`config.mk`:
```
export PLATFORM = sky130hd
export DESIGN_NAME = pixel_frame_loader
export DESIGN_NICKNAME = d
export VERILOG_FILES = /design/src/rtl/loader_pkg.sv /design/src/rtl/frame_slot_writer.sv /design/src/rtl/pixel_frame_loader.sv
export SDC_FILE = /design/constraint.sdc
export NUM_CORES = 1
export LEC_CHECK = 0
export BUFFER_PORTS_ARGS = -buffer_cell sky130_fd_sc_hd__buf_2
export CORE_AREA = 2 2 120 122
export CTS_BUF_LIST = sky130_fd_sc_hd__clkbuf_8
export CTS_CLUSTER_DIAMETER = 150
export DETAILED_ROUTE_END_ITERATION = 12
export DIE_AREA = 0 0 122 124
export PLACE_DENSITY_LB_ADDON = 0.12
export SYNTH_ARGS = -nofsm -noshare
export SYNTH_HDL_FRONTEND = slang
export SYNTH_HIERARCHICAL = 1
export SYNTH_SLANG_ARGS = --single-unit
```
`constraint.sdc`:
```
create_clock -name clk -period 3.02 [get_ports clk]
set_clock_uncertainty 0.1 [all_clocks]
set_input_delay 0.151 -clock clk [delete_from_list [all_inputs] [get_ports clk]]
set_output_delay 0.151 -clock clk [all_outputs]
set_load 0.005 [all_outputs]
```
`src/rtl/loader_pkg.sv`:
```
// Shared constants and state encoding for the pixel frame loader and its slot writer.
package loader_pkg;

    localparam int WIDTH_DEFAULT    = 3;
    localparam int HEIGHT_DEFAULT   = 3;
    localparam int PIX_BITS_DEFAULT = 8;
    localparam int N_DEFAULT        = WIDTH_DEFAULT * HEIGHT_DEFAULT;
    localparam int FW_DEFAULT       = N_DEFAULT * PIX_BITS_DEFAULT;

    typedef enum logic {
        FILL = 1'b0,
        HOLD = 1'b1
    } state_t;

    // Index register width; never below one bit so a single-pixel frame still elaborates.
    function automatic int idx_width(input int n);
        return (n > 1) ? $clog2(n) : 1;
    endfunction

endpackage

```
`src/rtl/frame_slot_writer.sv`:
```
// Registered frame word: whole-word load plus a per-slot pixel write selected by index.
module frame_slot_writer
    import loader_pkg::*;
#(
    parameter int N        = N_DEFAULT,
    parameter int PIX_BITS = PIX_BITS_DEFAULT,
    parameter int IW       = idx_width(N)
)(
    input  logic                  clk,
    input  logic                  rst,
    input  logic                  i_load,
    input  logic [0:N*PIX_BITS-1] i_load_data,
    input  logic                  i_wr_en,
    input  logic [IW-1:0]         i_idx,
    input  logic [0:PIX_BITS-1]   i_pix,
    output logic [0:N*PIX_BITS-1] o_frame
);

    logic [0:N*PIX_BITS-1] r_frame;
    int                    w_base;

    assign w_base = int'(i_idx) * PIX_BITS;

    // A slot write issued on the same edge as a load lands on top of the loaded word.
    always_ff @(posedge clk or posedge rst) begin
        if (rst) begin
            r_frame <= '0;
        end else begin
            if (i_load) begin
                r_frame <= i_load_data;
            end
            if (i_wr_en) begin
                r_frame[w_base +: PIX_BITS] <= i_pix;
            end
        end
    end

    assign o_frame = r_frame;

endmodule

```
`src/rtl/pixel_frame_loader.sv`:
```
// Assembles a raster stream of pixels into one packed frame word with valid/ready on both sides.
// Define LOADER_DBUF_EN to add a separate fill buffer so filling overlaps the output hold.
module pixel_frame_loader
    import loader_pkg::*;
#(
    parameter int WIDTH    = WIDTH_DEFAULT,
    parameter int HEIGHT   = HEIGHT_DEFAULT,
    parameter int PIX_BITS = PIX_BITS_DEFAULT
)(
    input  logic                             clk,
    input  logic                             rst,
    input  logic [0:PIX_BITS-1]              pix_in,
    input  logic                             pix_sof,
    input  logic                             pix_valid,
    output logic                             pix_ready,
    output logic [0:WIDTH*HEIGHT*PIX_BITS-1] frame_out,
    output logic                             frame_valid,
    input  logic                             frame_ready,
    output logic                             sof_err,
    output logic [0:15]                      frame_cnt
);

    localparam int N  = WIDTH * HEIGHT;
    localparam int FW = N * PIX_BITS;
    localparam int IW = idx_width(N);
    localparam logic [IW-1:0] LAST_IDX = IW'(N - 1);

    state_t        r_state, w_next_state;
    logic [IW-1:0] r_idx, w_next_idx, w_slot_idx;
    logic          r_pix_ready, r_frame_valid, r_sof_err;
    logic [0:15]   r_frame_cnt;
    logic          w_accept, w_deliver, w_resync, w_complete, w_out_load;

    assign w_accept   = pix_valid && r_pix_ready;
    assign w_deliver  = r_frame_valid && frame_ready;
    assign w_resync   = w_accept && pix_sof && (r_idx != '0);
    assign w_complete = w_accept && !w_resync && (r_idx == LAST_IDX);
    assign w_slot_idx = w_resync ? '0 : r_idx;

`ifdef LOADER_DBUF_EN
    logic [0:FW-1] w_fill_word;
    logic          w_out_free;

    assign w_out_free = !r_frame_valid || w_deliver;
    assign w_out_load = ((r_state == FILL) && w_complete && w_out_free) ||
                        ((r_state == HOLD) && w_deliver);

    frame_slot_writer #(.N(N), .PIX_BITS(PIX_BITS), .IW(IW)) u_fill (
        .clk         (clk),
        .rst         (rst),
        .i_load      (1'b0),
        .i_load_data ({FW{1'b0}}),
        .i_wr_en     (w_accept),
        .i_idx       (w_slot_idx),
        .i_pix       (pix_in),
        .o_frame     (w_fill_word)
    );

    // On the completing edge the fill word is not yet updated, so the last pixel is merged here.
    frame_slot_writer #(.N(N), .PIX_BITS(PIX_BITS), .IW(IW)) u_out (
        .clk         (clk),
        .rst         (rst),
        .i_load      (w_out_load),
        .i_load_data (w_fill_word),
        .i_wr_en     (w_out_load && w_complete),
        .i_idx       (w_slot_idx),
        .i_pix       (pix_in),
        .o_frame     (frame_out)
    );
`else
    assign w_out_load = w_complete;

    frame_slot_writer #(.N(N), .PIX_BITS(PIX_BITS), .IW(IW)) u_out (
        .clk         (clk),
        .rst         (rst),
        .i_load      (1'b0),
        .i_load_data ({FW{1'b0}}),
        .i_wr_en     (w_accept),
        .i_idx       (w_slot_idx),
        .i_pix       (pix_in),
        .o_frame     (frame_out)
    );
`endif

    always_comb begin
        w_next_state = r_state;
        w_next_idx   = r_idx;
        if (w_accept) begin
            if (w_resync) begin
                w_next_idx = IW'(1);
            end else if (w_complete) begin
                w_next_idx = '0;
            end else begin
                w_next_idx = r_idx + IW'(1);
            end
        end
        case (r_state)
            FILL: begin
                if (w_complete) begin
`ifdef LOADER_DBUF_EN
                    if (!w_out_free) begin
                        w_next_state = HOLD;
                    end
`else
                    w_next_state = HOLD;
`endif
                end
            end
            HOLD: begin
                if (w_deliver) begin
                    w_next_state = FILL;
                end
            end
            default: w_next_state = FILL;
        endcase
    end

    // pix_ready is registered so it only rises on the first edge after reset releases.
    always_ff @(posedge clk or posedge rst) begin
        if (rst) begin
            r_state       <= FILL;
            r_idx         <= '0;
            r_pix_ready   <= 1'b0;
            r_frame_valid <= 1'b0;
            r_sof_err     <= 1'b0;
            r_frame_cnt   <= '0;
        end else begin
            r_state     <= w_next_state;
            r_idx       <= w_next_idx;
            r_pix_ready <= (w_next_state == FILL);
            r_sof_err   <= w_resync;
            if (w_out_load) begin
                r_frame_valid <= 1'b1;
            end else if (w_deliver) begin
                r_frame_valid <= 1'b0;
            end
            if (w_deliver) begin
                r_frame_cnt <= r_frame_cnt + 16'd1;
            end
        end
    end

    assign pix_ready   = r_pix_ready;
    assign frame_valid = r_frame_valid;
    assign sof_err     = r_sof_err;
    assign frame_cnt   = r_frame_cnt;

endmodule

```
==> metrics <==
Post-Synthesis Cells=345; Max Root-Sink Buffers=2; First-pass DRT Iterations=4; later-pin clock latency in the skew report=approximately 370 ps; postcts setup bufs=0; maximum VDD drop=approximately 0.28 mV; Pins Over Slew Limit=0; period utilization=92.6%; run status=completed; Detail Route Antenna Nets=0; Hold EP=r_idx[3]; worst path arrival time=2960 ps; most repeated cell in the gate-level netlist after synthesis=mux2_2; root buffer cell=clkbuf_8; Leak=2.81 nW; met2 wire length=5.11 mm; total CTS buffers=9; vias in the first global route=about 3200; Hold Crit Class=in -> reg; Post-synth EDFFs=0; relative slew slack=roughly two fifths; Initial Utilization=between 30% and 40%; Final Setup Violations=0; via count=between 3000 and 4000; ranking of synthesized cells by area=dfrtp_1 51%, mux2_2 32%, mux2_4 2.5%; diode count=0; drt initial violations=171; grt ovf=0; worst endpoint required time=3190 ps; core area=roughly 14000 um2; drt total wl=10.7 mm; Worst Hold Launch=pix_sof; Critical Path Fanout Max=8; IO Pins=between 100 and 150; Routed wire per std cell=15.0 um; mean area per synthesized cell=between 10 and 15 um2; power per cell area=620 nW/um2; min Tclk post-route=2800 ps; DP HPWL=~7.3 mm; post-synthesis async set-or-reset flop share=100%; All-Layer GR Usage=15.3%; Area growth syn-to-layout=25.3%; routed length on met3=505 um; RR Startpoint=r_idx[0]; RSZ-0062 raised after global routing=no; Post-synth top cells=134 x mux2_2, 96 x dfrtp_1, 15 x nand2_1; # port buffers=103; die height=~120 um; clock sink count=96; mapped cell area=4750 um2; Die Span X=122 um; post-synthesis sequential area ratio=roughly half; antenna violations before repair=0; RD Place Congestion=0.749; row count=between 40 and 50; CP Class=reg -> reg; first-pass GRT wire length=approximately 17 mm; R2R cell count=8; H-tree depth=3; # DRC=0; area leader, netlist=dfrtp_1; post-route insts no fill=around 700; Max Cap Viol=0; Max Clk Rate=about 360 MHz; Final Hold Viols=0; CTS tree=done; largest net degree at the start of global routing=73; Worst Setup End Kind=flip-flop; setup TNS=0 ps; fraction of layout cells with a size suffix above 1=between 50% and 60%; Met1 Wirelength=4.87 mm; synth unique cells=42; worst hold stages=3; die area=15100 um2; type of origin of the critical path=flip-flop; routed vias/inst=4.39; worst slew pin tran=just under 900 ps; Final Net Count=542; clock transition at the registers of the reported paths=approximately 90 ps; reg2reg setup slack=around 220 ps; Synthesis Warnings=6; Reg-to-Reg End=u_out/o_frame[11]; main flop type after synthesis=dfrtp_1; Max Used Layer=met4; Yosys top cell area share=50.6%; dpl cells=693; FF+latch count, synth=96
[cells in the final DEF (no fill, tap or decap), drive strengths merged]
cell type    netlist  layout
o21ai              4       4
dfrtp             96      96
and2               1       1
or2                1       1
o21a               2       2
nand4              3       3
xnor2             12      12
or4                1       1
clkinv             1       3
nand4b             1       1
mux2             145     145
ha                 3       3
nor4               2       2
xor2               3       3
nor2               9       9
nand2             15      15
nand3b             4       4
and4               1       1
inv                7       8
o22ai              1       1
clkbuf             1      12
nor2b              1       1
conb               1      73
a21boi             1       1
nand3              7       7
o31ai              1       1
a31oi              1       1
or3                2       2
a211oi             1       1
o2bb2ai            1       1
buf               10     107
nor3b              2       2
o211a              1       1
nor3               1       1
nand2b             2       2
dlygate4sd3        0       2
[state kept, by name (all words and copies together), names as in the netlist]
name,count
frame_cnt,16
frame_valid,1
pix_ready,1
r_idx,4
r_state,1
sof_err,1
u_out/o_frame,72
[logic make-up (layout without fill, tap and decap cells)]
kind of cell	count (synthesis)	in the layout	share of synthesized area [%]
buffers and inverters	19	132	1.77
flip-flops	96	96	50.6
other	1	73	0.0790
AO/OA/AOI/OAI	13	13	1.87
XOR/XNOR	15	15	2.77
AND/OR/NAND/NOR	53	53	7.14
adder cells (fa/ha/maj)	3	3	0.790
multiplexers	145	145	35.0
[worst max-delay path by stage]
stage / slack, ps / to / from
finish: 220 / u_out/o_frame[11] / r_idx[0]
global route: 20 / u_out/o_frame[11] / r_idx[0]
CTS: 230 / u_out/o_frame[11] / r_idx[0]
detailed placement: 250 / u_out/o_frame[11] / r_idx[0]
global placement: 330 / u_out/o_frame[11] / r_idx[0]
floorplan: 610 / u_out/o_frame[10] / r_idx[0]
[stage by stage]
step | util, % | total power [W] | area (um2) | setup slack, ps | hold slack [ps]
2_1_floorplan | - | 0.00248 | 5020 | 615 | 65.6
3_3_place_gp | 41.9 | 0.00289 | 5750 | 326 | 204
3_5_place_dp | 41.9 | 0.00293 | 5750 | 248 | 215
4_1_cts | 43.4 | 0.00375 | 5950 | 228 | 23.7
5_1_grt | 43.4 | 0.00397 | 5950 | 23.2 | 56.0
6_report | 43.4 | 0.00369 | 5950 | 224 | 52.3
[cell type report]
cell class,count,area (um2)
Tap cell,180,225
Clock buffer,12,165
Timing Repair Buffer,109,578
Multi-Input combinational cell,302,2530
Sequential cell,96,2400
Inverter,8,30.0
Clock inverter,3,17.5
Fill cell,1331,7770
[critical path: stages, from the launching register on]
cell	delay, ps
dfrtp_1	430
inv_1	100
ha_1	170
nand2b_1	120
o211a_1	310
nor2_1	250
nand2_1	120
or4_1	690
mux2_4	390
[per-layer routing]
layer  vias up  track usage (%)
met2        68             25.7
met5         -                0
met3        13             3.53
li1       1515                -
met4         0             6.25
met1      1520             19.1
[timing repair]
action | CTS | global route
hold endpoints to repair | 53 | 0
gates resized for setup | 0 | 0
hold buffers | 2 | 0
[report_power, final]
| group | internal, W | switching [W] |
|---|---|---|
| logic | 0.000644 | 0.000504 |
| clock network | 0.000360 | 0.000439 |
| registers | 0.00157 | 0.000173 |
| total | 0.00257 | 0.00112 |
No activity file was read; power rests on OpenSTA's default activity.
